<file path="src/rtl/fib_counter.sv">
// Free-running Fibonacci counter: out steps 0, 1, 2, 3, 5, 8, ...
// Additions wrap modulo 2^WIDTH and counting never stops.
module fib_counter #(
  parameter int WIDTH = 32
) (
  output logic [WIDTH-1:0] out,
  input  logic             clk,
  input  logic             rst
);

  logic [WIDTH-1:0] a;
  logic [WIDTH-1:0] b;
  logic [WIDTH-1:0] sum;

  // One adder feeds both the output and the newer term.
  assign sum = a + b;

  always_ff @(posedge clk) begin
    if (rst) begin
      out <= '0;
      a   <= '0;
      b   <= WIDTH'(1);
    end else begin
      out <= sum;
      a   <= b;
      b   <= sum;
    end
  end

endmodule

</file>
<file path="config.mk">
export PLATFORM = sky130hd
export DESIGN_NAME = fib_counter
export DESIGN_NICKNAME = d
export VERILOG_FILES = /design/src/rtl/fib_counter.sv
export SDC_FILE = /design/constraint.sdc
export NUM_CORES = 1
export LEC_CHECK = 0
export CAP_MARGIN = 20
export CORE_MARGIN = 4
export CORE_UTILIZATION = 55
export CTS_CLUSTER_SIZE = 20
export DETAILED_ROUTE_END_ITERATION = 8
export DONT_BUFFER_PORTS = 1
export PLACE_DENSITY = 0.72
export RECOVER_POWER = 50
export SYNTH_ARGS = -nofsm -noshare
export SYNTH_HDL_FRONTEND = slang
export SYNTH_SLANG_ARGS = --single-unit
export TNS_END_PERCENT = 20
</file>
<file path="constraint.sdc">
create_clock -name clk -period 3.3 [get_ports clk]
set_input_delay 0.66 -clock clk [delete_from_list [all_inputs] [get_ports clk]]
set_output_delay 0.66 -clock clk [all_outputs]
set_load 0.01 [all_outputs]
</file>
==> impl_results.md <==
* Layout filler cell count at 616
* Setup TNS at 0 ps
* Num rows at 30
* Critical path arrival at 2820 ps
* Total track usage at 19.0%
* Fraction of synthesized cell area taken by the top area cell type at 33.9%
* Place WS at 746 ps
* Antenna diodes at 0
* Area delta synth->final at 1.37%
* Leak at 0.00166 µW
* Simple-gate portion of the synthesized area at 19.8%
* Setup bufs post-CTS at 0
* Placed Area at 3660 µm²
* Syn nets at 462
* Clk network pwr share at 33.2%
* Initial DRC count at 154
* Fmax at 388 MHz
* Placer Congestion at 0.894
* CTS Buf Count at 9
* Tmin final at 2580 ps
* Power Density at 586 nW/µm²
* Hold Path Cell Cnt at 1
* Post-layout util at 57.2%
* WL/cell at 15.2 µm
* Initial Utilization at 56.4%
* Remaining Overflow, GRT at 0
* Sequential Power Share at 43.6%
* EDFF count, synth at 0
* P_sw at 704 µW
* Compound-Gate Fraction of Synth Area at 22.7%
* Die Width at 91.5 µm
* Total die area at 8370 µm²
* Endpoints failing setup at 0
* Largest area contributor in the netlist: dfxtp_1
* Fin. Hold Viols at 0
* Seq/Total Area, Yosys at 33.9%
* Overall power at 2280 µW
* Final worst setup slack at 723 ps
* Worst Path Max Fanout at 6
* Largest net degree at the start of global routing at 78
* Worst slew pin tran at 583 ps
* Sw frac at 30.9%
* Antenna violations before repair at 0
* Required @ worst endpoint at 3540 ps
* #FFs+latches synth at 65
* Clock latency at the later pin of the worst-skew pair at 350 ps
* Status: completed
* Post-CTS sizing at 0
* Routed wire length at 7500 µm
* Critical path type: reg2reg
* Post-route cell area at 3890 µm²
* Slew Limit Fails at 0
* CP Launch Type: flip-flop
* Hold WC Path Type: in2reg
* Port bufs at 0
* Crit share post-route at 78.1%
* Root buffer cell: clkbuf_8
* CTS Sinks at 65
* CTS Hold Bufs at 0
* Syn Area/Cell at 8.96 µm²
* Die H at 91.5 µm
* Worst vdd ir at 0.366 mV
* Most common cell after layout, fill and taps aside: dfxtp_1
* Number of global-route vias before repair at 2,743
* RSZ-0062 raised after global routing: false
* Fraction of layout cells with a size suffix above 1 at 9.30%
* P_int at 1570 µW
* Routed Antenna Nets at 0
* Total number of vias at 2,834
* Combinational share of power at 23.2%
* Worst slew margin at 60.9%
* First-pass GRT wire length at 12,900 µm
* Max cap viols at 0
* Core Area at 6790 µm²
* Syn Inst Count at 428
* Distinct cells, synth at 64
* Avg Vias per Cell at 5.74
* Top_reg_cell synth: dfxtp_1
* H-Tree Depth at 3
* Clock skew at 5.96 ps
* CTS tree: done
* Largest family of logic cells by synthesized area: compound AO/OA/AOI/OAI gates
* Async SR Flop Fraction at 0%
* Syn Std Cell Area at 3830 µm²
* XOR/XNOR share of the synthesized area at 3.66%
* Final layout net count at 427
* 1st-pass router iterations at 4
* Adder-cell share of the synthesized area at 10.6%
* Synth top area cells: dfxtp_1 34%, ha_1 10%, nor2b_1 6.5%, buf_4 6.1%, a21oi_1 4.6%
* Post-synthesis mux area share at 1.37%
* Remaining DRCs at 0
* # IOs at 34
* Commonest cells after routing, fill and taps aside: 65 x dfxtp_1, 40 x nor2b_1, 35 x a21oi_1
* Placed wire-length estimate at 5540 µm
* Critical path capture point type: flip-flop
* Clock transition at the registers of the reported paths at 70 ps
* Max Root-Sink Buffers at 2
* R2R depth at 8
* Synth Warn # at 0
==> synthesized netlist by cell type, drive strengths merged, types with 7 or more instances <==
master and n:
o211ai 8, dfxtp 65, xnor2 9, a21oi 38, xor2 7, nor2b 40, a21o 19, nand2 24
o21ai 13, ha 31, buf 35, nor2 31, clkbuf 12, nor3 8, nand3 10
==> critical path, stage by stage (launching register included) <==
cell and delay [ps]:
dfxtp_1 320, ha_1 210, fa_1 430, a21o_2 250
a221o_1 370, a21o_4 270, a31oi_4 220, o21bai_2 110
mux2_4 290
==> routing by layer <==
layer,GRT usage [%],part of all wire (%)
met1,25.5,49
met2,28.2,44
met3,7.13,5.7
met4,5.40,1.4
met5,0,0
==> registers in the layout, indices dropped and copies added (netlist names) <==
register,cells
a,32
b,1
out,32
==> worst paths after layout <==
kind	from	end	slack (ps)
worst max-delay path	b[0]	out[24]	720
worst max register to register	b[0]	out[24]	720
worst min register to register	b[0]	a[0]	480
worst min-delay path	rst	a[22]	380
==> area by class of cell <==
class | instances | area [µm²] | share of cell area (%)
sequential | 65 | 1300 | 33.5
inverter | 2 | 7.51 | 0.193
clock buffer | 12 | 145 | 3.73
multi-input combinational | 314 | 2230 | 57.3
timing repair buffer | 1 | 7.51 | 0.193
tap | 96 | 120 | 3.09
clock inverter | 4 | 76.3 | 1.96
==> per-stage QoR <==
stage,hold WS (ps),std cells
6_report,378,494
5_1_grt,360,494
4_1_cts,362,494
3_5_place_dp,472,478
3_3_place_gp,456,478
2_1_floorplan,442,428
==> kinds of logic (layout without fill, tap and decap cells) <==
group / count (synthesis) / in the layout
buf+inv: 49 / 19
mux: 4 / 4
compound gates: 118 / 118
simple gates: 144 / 144
flops: 65 / 65
xor+xnor: 16 / 16
fa+ha+maj: 32 / 32
==> power by group through the flow <==
stage / sequential [µW] / clock [µW] / combinational, µW
floorplan: 953 / 0 / 555
global placement: 1010 / 0 / 511
detailed placement: 1010 / 0 / 521
CTS: 998 / 775 / 526
global route: 1010 / 809 / 597
finish: 994 / 757 / 527
(Power assumes the default switching activity.)
